--- src/rtl/cnt_rec_buffer.sv ---
// Stopwatch counter with a circular record buffer and oldest-first replay.
// Define CNT_REC_BCD_EN to count in packed BCD (CNT_W must be a multiple of 4).
module cnt_rec_buffer #(
  parameter  int CNT_W = 8,
  parameter  int DEPTH = 8,
  localparam int AW    = $clog2(DEPTH)
) (
  input  logic             clk,
  input  logic             rst,
  input  logic             s_p,
  input  logic             rev,
  input  logic             tick_en,
  input  logic             clr,
  output logic [CNT_W-1:0] dis,
  output logic             r_s,
  output logic             running,
  output logic             full,
  output logic [AW:0]      rec_cnt,
  output logic [AW-1:0]    play_idx
);

  typedef enum logic [1:0] {
    ST_IDLE,
    ST_RUN,
    ST_PLAY
  } st_t;

  st_t st, st_nx;

  logic [2:0] sp_sr, rv_sr;
  logic       sp_p, rv_p;
  logic       do_clr, do_sp, do_rv;

  logic [CNT_W-1:0] cnt, cnt_nx, dis_nx;
  logic [AW-1:0]    wr_ptr, wr_nx;
  logic [AW-1:0]    rd_ptr, rd_nx;
  logic [AW-1:0]    pidx_nx;
  logic [AW-1:0]    oldest, idx, ptr;
  logic [AW:0]      rec_nx;
  logic             full_nx;
  logic             arm, arm_nx;
  logic             we;
  logic             last, idx_last;

  logic [CNT_W-1:0] mem [DEPTH];

  function automatic logic [CNT_W-1:0] cnt_inc(
    input logic [CNT_W-1:0] v
  );
`ifdef CNT_REC_BCD_EN
    logic [CNT_W-1:0] r;
    logic             c;
    r = v;
    c = 1'b1;
    for (int i = 0; i < CNT_W / 4; i++) begin
      if (c) begin
        if (r[i*4 +: 4] == 4'd9) begin
          r[i*4 +: 4] = 4'd0;
        end else begin
          r[i*4 +: 4] = r[i*4 +: 4] + 4'd1;
          c = 1'b0;
        end
      end
    end
    return r;
`else
    return v + CNT_W'(1);
`endif
  endfunction

  // 2-FF synchronisers plus one stage for rising-edge detect
  always_ff @(posedge clk or posedge rst) begin
    if (rst) begin
      sp_sr <= '0;
      rv_sr <= '0;
    end else begin
      sp_sr <= {sp_sr[1:0], s_p};
      rv_sr <= {rv_sr[1:0], rev};
    end
  end

  assign sp_p = sp_sr[1] & ~sp_sr[2];
  assign rv_p = rv_sr[1] & ~rv_sr[2];

  assign do_clr = clr;
  assign do_sp  = sp_p & ~clr;
  assign do_rv  = rv_p & ~sp_p & ~clr;

  assign running = (st == ST_RUN);
  assign r_s     = (st == ST_PLAY);

  assign oldest = full ? wr_ptr : '0;
  assign last   = (({1'b0, play_idx} + (AW+1)'(1)) == rec_cnt);

  always_comb begin
    idx      = '0;
    ptr      = oldest;
    idx_last = 1'b0;
    if (!arm) begin
      idx = last ? '0 : play_idx + AW'(1);
      ptr = rd_ptr;
    end
    idx_last = (({1'b0, idx} + (AW+1)'(1)) == rec_cnt);
  end

  always_comb begin
    st_nx   = st;
    cnt_nx  = cnt;
    dis_nx  = (st == ST_PLAY) ? dis : cnt;
    wr_nx   = wr_ptr;
    rd_nx   = rd_ptr;
    rec_nx  = rec_cnt;
    full_nx = full;
    pidx_nx = play_idx;
    arm_nx  = arm;
    we      = 1'b0;

    if (st == ST_RUN && tick_en) begin
      cnt_nx = cnt_inc(cnt);
    end

    unique case (1'b1)
      do_clr: begin
        st_nx   = ST_IDLE;
        cnt_nx  = '0;
        dis_nx  = '0;
        wr_nx   = '0;
        rd_nx   = '0;
        rec_nx  = '0;
        full_nx = 1'b0;
        pidx_nx = '0;
        arm_nx  = 1'b1;
      end
      do_sp: begin
        dis_nx = cnt;
        if (st == ST_RUN) begin
          st_nx   = ST_IDLE;
          cnt_nx  = cnt;
          we      = 1'b1;
          wr_nx   = wr_ptr + AW'(1);
          rec_nx  = full ? (AW+1)'(DEPTH) : rec_cnt + (AW+1)'(1);
          full_nx = full | (rec_cnt == (AW+1)'(DEPTH - 1));
          arm_nx  = 1'b1;
        end else begin
          st_nx = ST_RUN;
        end
      end
      do_rv: begin
        if (st != ST_RUN) begin
          st_nx = ST_PLAY;
          if (rec_cnt == '0) begin
            dis_nx  = '0;
            pidx_nx = '0;
          end else begin
            dis_nx  = mem[ptr];
            pidx_nx = idx;
            rd_nx   = idx_last ? oldest : ptr + AW'(1);
            arm_nx  = 1'b0;
          end
        end
      end
      default: ;
    endcase
  end

  always_ff @(posedge clk or posedge rst) begin
    if (rst) begin
      st       <= ST_IDLE;
      cnt      <= '0;
      dis      <= '0;
      wr_ptr   <= '0;
      rd_ptr   <= '0;
      rec_cnt  <= '0;
      full     <= 1'b0;
      play_idx <= '0;
      arm      <= 1'b1;
    end else begin
      st       <= st_nx;
      cnt      <= cnt_nx;
      dis      <= dis_nx;
      wr_ptr   <= wr_nx;
      rd_ptr   <= rd_nx;
      rec_cnt  <= rec_nx;
      full     <= full_nx;
      play_idx <= pidx_nx;
      arm      <= arm_nx;
    end
  end

  always_ff @(posedge clk) begin
    if (we) begin
      mem[wr_ptr] <= cnt;
    end
  end

endmodule

--- config.mk ---
export PLATFORM = sky130hd
export DESIGN_NAME = cnt_rec_buffer
export DESIGN_NICKNAME = d
export VERILOG_FILES = /design/src/rtl/cnt_rec_buffer.sv
export SDC_FILE = /design/constraint.sdc
export NUM_CORES = 1
export LEC_CHECK = 0
export BUFFER_PORTS_ARGS = -buffer_cell sky130_fd_sc_hd__buf_4
export CAP_MARGIN = 20
export CELL_PAD_IN_SITES_DETAIL_PLACEMENT = 1
export CELL_PAD_IN_SITES_GLOBAL_PLACEMENT = 1
export CORE_UTILIZATION = 45
export CTS_BUF_LIST = sky130_fd_sc_hd__clkbuf_4 sky130_fd_sc_hd__clkbuf_8 sky130_fd_sc_hd__clkbuf_16
export CTS_CLUSTER_SIZE = 12
export DETAILED_ROUTE_END_ITERATION = 8
export GPL_TIMING_DRIVEN = 0
export PLACE_DENSITY = 0.77
export SYNTH_ARGS = -nofsm -noshare
export SYNTH_HDL_FRONTEND = slang
export SYNTH_SLANG_ARGS = --single-unit
--- constraint.sdc ---
create_clock -name clk -period 3.1 [get_ports clk]
set_input_delay 0.62 -clock clk [delete_from_list [all_inputs] [get_ports clk]]
set_output_delay 0.62 -clock clk [all_outputs]
set_load 0.01 [all_outputs]
* Yosys cells after proc, flatten, opt, wreduce, memory -nomap -nowiden
Memory sizes are Yosys's and may differ from the RTL's.
Cells that the tools add are included.
Widths: inputs -> output; s select.
** Word-level totals
- Bits in latches :: 0
- Word-level logic and storage cells :: 85
- Input port bits :: 6
- Memories :: 1
- Bits in registers :: 39
- Output and inout bits :: 18
- Bits in read-only memories :: 0
- RAM bits :: 64
** Memory list
- mem :: depth 8, bits a word 8, rd ports 1, clocked after Yosys merged registers in 0, write ports 1, RTL line 45 : logic [CNT_W-1:0] mem [DEPTH];
** Operators by class
- Magnitude comparators :: 0
- Muxes and demuxes :: 36
- Bitwise gates (word level) :: 10
- Reductions and logical operators :: 10
- $mul :: 0
- Shifts and indexed selects :: 0
- Div/mod/pow operators :: 0
- Eq/ne operators :: 10
- Add/subtract/negate cells :: 7
** Operators with widths (number)
- $mux 8 :: 5
- $mux 3 :: 10
- $pmux 8 s3 :: 1
- $pmux 3 s2 :: 3
- $pmux 8 s2 :: 1
- $add 3x1->3 const B :: 3
- $mux 1 :: 9
- $add 3x1->4 const B :: 2
- $add 8x1->8 const B :: 1
- $eq 4x4->1 :: 2
- $mux 4 :: 2
- $pmux 4 s2 :: 1
- $ne 2x2->1 const B :: 3
- $pmux 2 s3 :: 1
- $reduce_and 2->1 :: 3
- $and 1x1->1 :: 5
- $add 4x1->4 const B :: 1
- $eq 4x3->1 const B :: 1
- $logic_not 4->1 :: 1
- $ne 2x1->1 const B :: 2
- $not 1->1 :: 4
- $reduce_and 4->1 :: 1
- $reduce_bool 2->1 :: 2
- $pmux 1 s3 :: 1
- other kinds (8) :: 8

* Depth between registers and ports, before layout
Gate-level depths: netlist of the first run.
- Word-level depth :: 10
- Gate-level depth with buffers :: 9
- Depth with buffers taken out :: 9

* Least setup slack after synthesis of the first run
No wires, ideal clock.
- Kind :: register -> register
- Start point :: reg play_idx[0]
- End point :: reg rd_ptr[2]
- Buffers on the path :: 0
- Stages on the path, launching flop included :: 9
- Path slack :: 0.537 ns
- Arrival time :: 2.476 ns
- Library setup time :: 0.087 ns
- Clock period less this slack :: 2.563 ns
- Data required time :: 3.013 ns
- Cell sequence :: dfrtp_1 -> ha_1 -> xnor3_2 -> a41oi_2 -> ha_1 -> xnor2_1 -> o2111ai_2 -> or3_1 -> o211ai_1
** Between the ends
- Word-level cells in the longest chain between the ends :: 10
- Elaborated cells on any way between the ends :: 11
- Those cells by class :: 3 x add/sub; 2 x eq/ne; 6 x mux
** RTL lines
- start, declared :: RTL line 19 : output logic [AW-1:0] play_idx
- start signal, assigned :: RTL line 185 : play_idx <= pidx_nx;
- $add 3x1->4 :: RTL line 93 : assign last = (({1'b0, play_idx} + (AW+1)'(1)) == rec_cnt);
- $eq 4x4->1 :: RTL line 93
- $mux 3 * :: RTL line 100 : idx = last ? '0 : play_idx + AW'(1);
- $mux 3 * :: RTL line 99 : if (!arm) begin
- $add 3x1->4 * :: RTL line 103 : idx_last = (({1'b0, idx} + (AW+1)'(1)) == rec_cnt);
- $eq 4x4->1 * :: RTL line 103
- $mux 3 * :: RTL line 157 : rd_nx = idx_last ? oldest : ptr + AW'(1);
- $mux 3 * :: RTL line 151 : if (rec_cnt == '0) begin
- $mux 3 * :: RTL line 149 : if (st != ST_RUN) begin
- $pmux 3 s2 * :: RTL line 122 : unique case (1'b1)
- end signal, assigned :: RTL line 182 : rd_ptr <= rd_nx;
- end, declared :: RTL line 36 : logic [AW-1:0] rd_ptr, rd_nx;
Every way passes the cells marked *; elsewhere a longest branch is shown, timed or not. The select of a mux whose other input is x is not followed.
A chain may end at the register's enable or synchronous reset.

* Worst setup path after layout of the first run
- Start point :: reg play_idx[0]
- End point :: reg rd_ptr[1]
Same word-level chain as after synthesis.

==> impl_metrics.tcl, run 1 <==
set metrics [dict create \
    outcome "completed" \
    fin_nets 409 \
    worst-setup-path-type "flop to flop" \
    totalPowerFinal_mw 2.31 \
    drt_iter0_drc 158 \
    arrival_ns 3.08 \
    vias 2966 \
    ys_warn_count 0 \
    p_per_area_nw_per_um2 449 \
    portBuffers 22 \
    antenna_left 0 \
    cts_root_buf "clkbuf_8" \
    startpoint "play_idx[0]" \
    hpwl_mm 7.13 \
    synth_top_cells_by_area "edfxtp_1 (42%), dfrtp_1 (21%), mux2i_1 (5.3%)" \
    wl_per_cell_um 19.1 \
    tns_ns 0 \
    htree_levels 3 \
    syn2layout_area_growth_pct 12.9 \
    fp.dieH_um 103 \
    critPathLaunchType "flop" \
    cp_num_buf_inv 0 \
    design_area_um2 5160 \
    core_um2 9820 \
    slew_headroom_pct 38.8 \
    synth-seq-cells 103 \
    period_share_pct 90.6 \
    synth_area_leader_cell "edfxtp_1" \
    power_leakage_nw 1.92 \
    hp-class "input port to flop" \
    cp-end-kind "flop" \
    pre_cts_ws_ns 0.238 \
    clk_pin_slew_ns 0.10 \
    vdd_ir_drop_max_uv 248 \
    reg2reg_setup_slack_ns 0.29 \
    place_area_um2 4950 \
    drc 0 \
    drv_cap 0 \
    syn_avg_cell_area_um2 12.8 \
    gp_congestion 0.765 \
    setup_viol 0 \
    rows 36 \
    finalHoldViolations 0 \
    antenna_found_initial 0 \
    tritoncts "done" \
    grt_start_max_net_pins 40 \
    clk_latency_ns 0.36 \
    path_delay_family "compound AO/OA/AOI/OAI gates" \
    r2r-start "play_idx[0]" \
    crit_slowest_cell "dfrtp_1" \
    finalClockSkew_ns 0.0143 \
    grt_pass1_wl_mm 16.5 \
    netlist_instances 356 \
    slowest_delay_ns 0.48 \
    timing.fmax_ghz 0.356 \
    clockBufferDepth 2 \
    yosysSeqAreaShare_pct 63.5 \
    synth_top_area_share_pct 42.1 \
    dieArea_um2 10600 \
    io-pin-count 24 \
    antenna_cells 0 \
    gr-total-overflow 0 \
    period_minus_slack_ns 2.81 \
    clock-sinks 103 \
    min_from "rev" \
    tightestPinTransition_ns 0.911 \
    synth-main-ff-cell "edfxtp_1" \
    layout_setup_ws_ns 0.291 \
    grt.total_usage_pct 21.6 \
    first_global_vias 3057 \
    viasPerCell 5.55 \
    die_w_um 103 \
    rsz0062_at_grt "no" \
    critPathRequiredTime_ns 3.37 \
    drt_first_pass_iters 4 \
    ys_types 53 \
    crit_fanout 8 \
    netlist_area_um2 4570 \
    synth_edf_count 64 \
    path_cells "ha_1, xnor2_1, o211a_1, a21oi_1, ha_1, xnor2_1, o2111ai_2, or3_1, o211ai_1" \
    postCtsSetupBuffers 0 \
    synthArstFlopShare_pct 37.9 \
    cts_buffers 9 \
    synth_fp_nets 369 \
    drv_slew 0 \
    drive_above_1_share_pct 19.5 \
    wirelength_mm 10.2 \
    nFillCells 1067 \
    start_util_pct 46.5 \
]
[synthesized netlist by cell type, drive strengths merged (10+ instances only)]
cell    number
inv         11
dfrtp       38
mux2i       24
nor2        20
clkbuf      10
edfxtp      64
nand2       39
o21ai       15
nand3       13
o211ai      12
nor3        10
[metrics by stage]
| step | util (%) | hold WS (ns) | std cells |
|---|---|---|---|
| 2_1_floorplan | - | 0.331 | 356 |
| 5_1_grt | 52.5 | 0.334 | 534 |
| 3_5_place_dp | 50.4 | 0.339 | 516 |
| 3_3_place_gp | 49.9 | 0.335 | 511 |
| 4_1_cts | 52.3 | 0.341 | 532 |
| 6_report | 52.5 | 0.355 | 534 |
[what timing repair did]
action | 4_1_cts | 5_1_grt
resized for setup | 0 | 1
endpoints found under the setup margin | 0 | 1
hold buffers | 0 | 0
endpoints found under the hold margin | 0 | 0
[sequential cells by signal, summed over array words and instances (netlist names)]
signal / cells
wr_ptr: 3
st: 2
play_idx: 3
full: 1
rv_sr: 3
arm: 1
mem: 64
rec_cnt: 4
dis: 8
sp_sr: 3
cnt: 8
rd_ptr: 3
[cells by family (layout without fill, tap and decap cells)]
| group | count (synthesis) | count (layout) | synth area share [%] |
|---|---|---|---|
| flip-flops | 103 | 103 | 63.5 |
| AO/OA/AOI/OAI | 64 | 64 | 10.4 |
| AND/OR/NAND/NOR | 105 | 105 | 10.8 |
| multiplexers | 32 | 32 | 7.23 |
| buffers and inverters | 28 | 73 | 2.63 |
| XOR/XNOR | 17 | 17 | 3.59 |
| adder cells (fa/ha/maj) | 7 | 7 | 1.92 |
[layer usage]
| layer | vias to the layer above | GRT usage [%] | wire length, um |
|---|---|---|---|
| met5 | - | 0 | 0 |
| met4 | 0 | 6.50 | 133 |
| met3 | 14 | 3.73 | 371 |
| met2 | 51 | 34.9 | 5020 |
| met1 | 1509 | 30.1 | 4680 |
| li1 | 1392 | - | - |
[final timing paths]
| kind | endpoint | depth (start not counted) |
|---|---|---|
| worst min-delay path | rv_sr[0] | 1 |
| worst max register to register | rd_ptr[1] | 9 |
| worst min register to register | rv_sr[1] | 0 |
| min in group asynchronous | sp_sr[0] | 2 |
| worst max-delay path | rd_ptr[1] | 9 |
| max in group asynchronous | sp_sr[1] | 2 |
[final cells by class]
class / count / area (um^2) / area share [%]
flip-flops and latches: 103 / 2900 / 56.2
multi-input cells: 225 / 1570 / 30.5
repair buffers: 29 / 215 / 4.17
well taps: 133 / 166 / 3.23
clock buffers: 10 / 131 / 2.55
plain buffers: 17 / 78.8 / 1.53
clock inverters: 6 / 51.3 / 0.995
inverters: 11 / 41.3 / 0.801
[report_power, final]
part / internal, mW / switching [mW] / total, mW
clock: 0.313 / 0.474 / 0.787
combinational: 0.0192 / 0.0457 / 0.0649
sequential: 1.45 / 0.00730 / 1.46
total: 1.79 / 0.527 / 2.31
[layout by cell type, fill, tap and decap left out, types with 5 or more instances in the layout]
| master | count |
|---|---|
| a22oi_1 | 7 |
| o21ai_1 | 8 |
| mux2_2 | 8 |
| ha_1 | 7 |
| nor2_1 | 20 |
| xnor2_1 | 8 |
| edfxtp_1 | 64 |
| a21oi_1 | 8 |
| inv_2 | 5 |
| clkbuf_8 | 9 |
| nand3_1 | 13 |
| xor2_1 | 8 |
| o21ai_0 | 7 |
| inv_1 | 6 |
| dfrtp_1 | 38 |
| clkbuf_1 | 10 |
| buf_2 | 7 |
| buf_4 | 26 |
| o211ai_1 | 12 |
| nor3_1 | 9 |
| mux2i_1 | 24 |
| nand2_1 | 39 |
(Power assumes the default switching activity.)
==> run 2, diff against run 1 <==
--- a/config.mk
+++ b/config.mk
@@ -15,6 +15,7 @@
 export DETAILED_ROUTE_END_ITERATION = 8
 export GPL_TIMING_DRIVEN = 0
 export PLACE_DENSITY = 0.77
+export SETUP_SLACK_MARGIN = 0.5
 export SYNTH_ARGS = -nofsm -noshare
 export SYNTH_HDL_FRONTEND = slang
 export SYNTH_SLANG_ARGS = --single-unit
==> impl_metrics.tcl, run 2 (same netlist as run 1, synthesis figures left out) <==
set metrics [dict create \
    finalClockSkew_ns 0.0146 \
    r2r-start "play_idx[0]" \
    fp.dieH_um 103 \
    vias 2953 \
    antenna_cells 0 \
    p_per_area_nw_per_um2 442 \
    place_area_um2 4950 \
    vdd_ir_drop_max_uv 247 \
    portBuffers 22 \
    place_inst 516 \
    grt.total_usage_pct 21.8 \
    clockBufferDepth 2 \
    hpwl_mm 7.13 \
    rows 36 \
    p_seq_share_pct 62.8 \
    clock-sinks 103 \
    largest_register_ff_count 64 \
    tightestPinTransition_ns 0.904 \
    timing.fmax_ghz 0.407 \
    setup_viol 0 \
    syn2layout_area_growth_pct 15.3 \
    worst-setup-path-type "flop to flop" \
    gp_congestion 0.765 \
    critPathLaunchType "flop" \
    drc 0 \
    antenna_found_initial 0 \
    wl_per_cell_um 19.2 \
    io-pin-count 24 \
    hold_depth 1 \
    min_from "rev" \
    dieArea_um2 10600 \
    r2r-end "rd_ptr[1]" \
    grt_pass1_wl_mm 16.7 \
    drt_iter0_drc 123 \
    wirelength_mm 10.3 \
    start_util_pct 46.5 \
    layout_common_cells "edfxtp_1 (64), nand2_1 (39), dfrtp_1 (37), buf_4 (31), mux2i_1 (24)" \
    design_area_um2 5260 \
    cts_root_buf "clkbuf_8" \
    reg2reg_setup_slack_ns 0.64 \
    cellInternalPower_mw 1.79 \
    core_um2 9820 \
    p_switching_mw 0.538 \
    period_minus_slack_ns 2.46 \
    fin_cells 539 \
    antenna_left 0 \
    finalHoldViolations 0 \
    whs_endpoint "rv_sr[0]" \
    swShare_pct 23.1 \
    p_comb_share_pct 3.0 \
    grt_start_max_net_pins 40 \
    viasPerCell 5.48 \
    drv_slew 0 \
    fin_nets 414 \
    layout_commonest_cell "edfxtp_1" \
    first_global_vias 3087 \
    drt_first_pass_iters 4 \
    power_leakage_nw 1.95 \
    cts_buffers 9 \
    cts_hold_buf 0 \
    r2r_cells 9 \
    clkPwrFrac_pct 34.2 \
    htree_levels 3 \
    die_w_um 103 \
    hp-class "input port to flop" \
    tritoncts "done" \
    reg_top3 "mem (64), cnt (8), dis (8)" \
    outcome "completed" \
    clk_pin_slew_ns 0.10 \
    crit_fanout 4 \
    critPathRequiredTime_ns 3.38 \
    largest-register "mem" \
    clk_latency_ns 0.37 \
    period_share_pct 79.3 \
    drive_above_1_share_pct 22.9 \
    slew_headroom_pct 39.3 \
    cp-end-kind "flop" \
    gr-total-overflow 0 \
    rsz0062_at_grt "yes" \
    drv_cap 0 \
    arrival_ns 2.74 \
]
run 2: cell types whose count changed in the layout (fill, tap and decap cells not counted), moves of 2 or more:
cell,before,now
buf_4,26,31
clkbuf_1,10,8
clkbuf_2,0,2
xnor2_1,8,6
xnor2_2,0,2
run 2: worst max path at each step:
stage,startpoint,to,slack [ns],cells after the start
global placement,clr,mem[0][7],-0.07,4
floorplan,play_idx[0],rd_ptr[2],0.54,8
CTS,play_idx[0],rd_ptr[1],0.50,8
finish,play_idx[0],rd_ptr[1],0.64,9
global route,arm,rd_ptr[2],0.45,9
detailed placement,arm,rd_ptr[2],0.24,9
run 2: timing repair:
action                                  4_1_cts  5_1_grt
resized for setup                             6        9
pin swaps                                     1        7
endpoints found under the setup margin        5       19
setup buffers                                 5        0
run 2: routing by layer:
layer,vias up,share of wire [%],GRT usage [%]
li1,1405,-,-
met1,1484,45,30.3
met2,51,50,35.4
met3,13,4.2,3.73
met4,0,1.1,6.18
met5,-,0,0
run 2: power groups by stage:
stage,clock network (mW),registers (mW),logic [mW]
6_report,0.796,1.46,0.0693
5_1_grt,0.857,1.46,0.0771
4_1_cts,0.805,1.46,0.0673
3_5_place_dp,0,1.49,0.0648
3_3_place_gp,0,1.49,0.0624
2_1_floorplan,0,1.49,0.0399
run 2: cell type report:
| cell class | count | area [um^2] |
|---|---|---|
| fillers | 1054 | 4560 |
| flip-flops and latches | 103 | 2900 |
| multi-input cells | 225 | 1640 |
| repair buffers | 34 | 253 |
| well taps | 133 | 166 |
| clock buffers | 10 | 131 |
| plain buffers | 17 | 81.3 |
| clock inverters | 6 | 51.3 |
| inverters | 11 | 41.3 |
run 2: critical path, stage by stage, from the launching register on:
cell	delay, ns
dfrtp_2	0.46
ha_4	0.26
xnor2_2	0.19
o211a_1	0.21
a21oi_2	0.07
ha_1	0.31
xnor2_2	0.14
o2111ai_2	0.18
or3_4	0.37
o211ai_1	0.19
run 2: stage by stage:
step / util [%] / setup slack [ns] / total power [mW] / TNS (ns) / hold WS [ns]
6_report: 53.6 / 0.643 / 2.33 / 0 / 0.349
2_1_floorplan: - / 0.537 / 1.53 / 0 / 0.331
3_5_place_dp: 50.4 / 0.238 / 1.56 / 0 / 0.339
4_1_cts: 52.9 / 0.501 / 2.33 / 0 / 0.341
5_1_grt: 53.6 / 0.454 / 2.40 / 0 / 0.330
3_3_place_gp: 49.9 / -0.0698 / 1.55 / -1.03 / 0.335
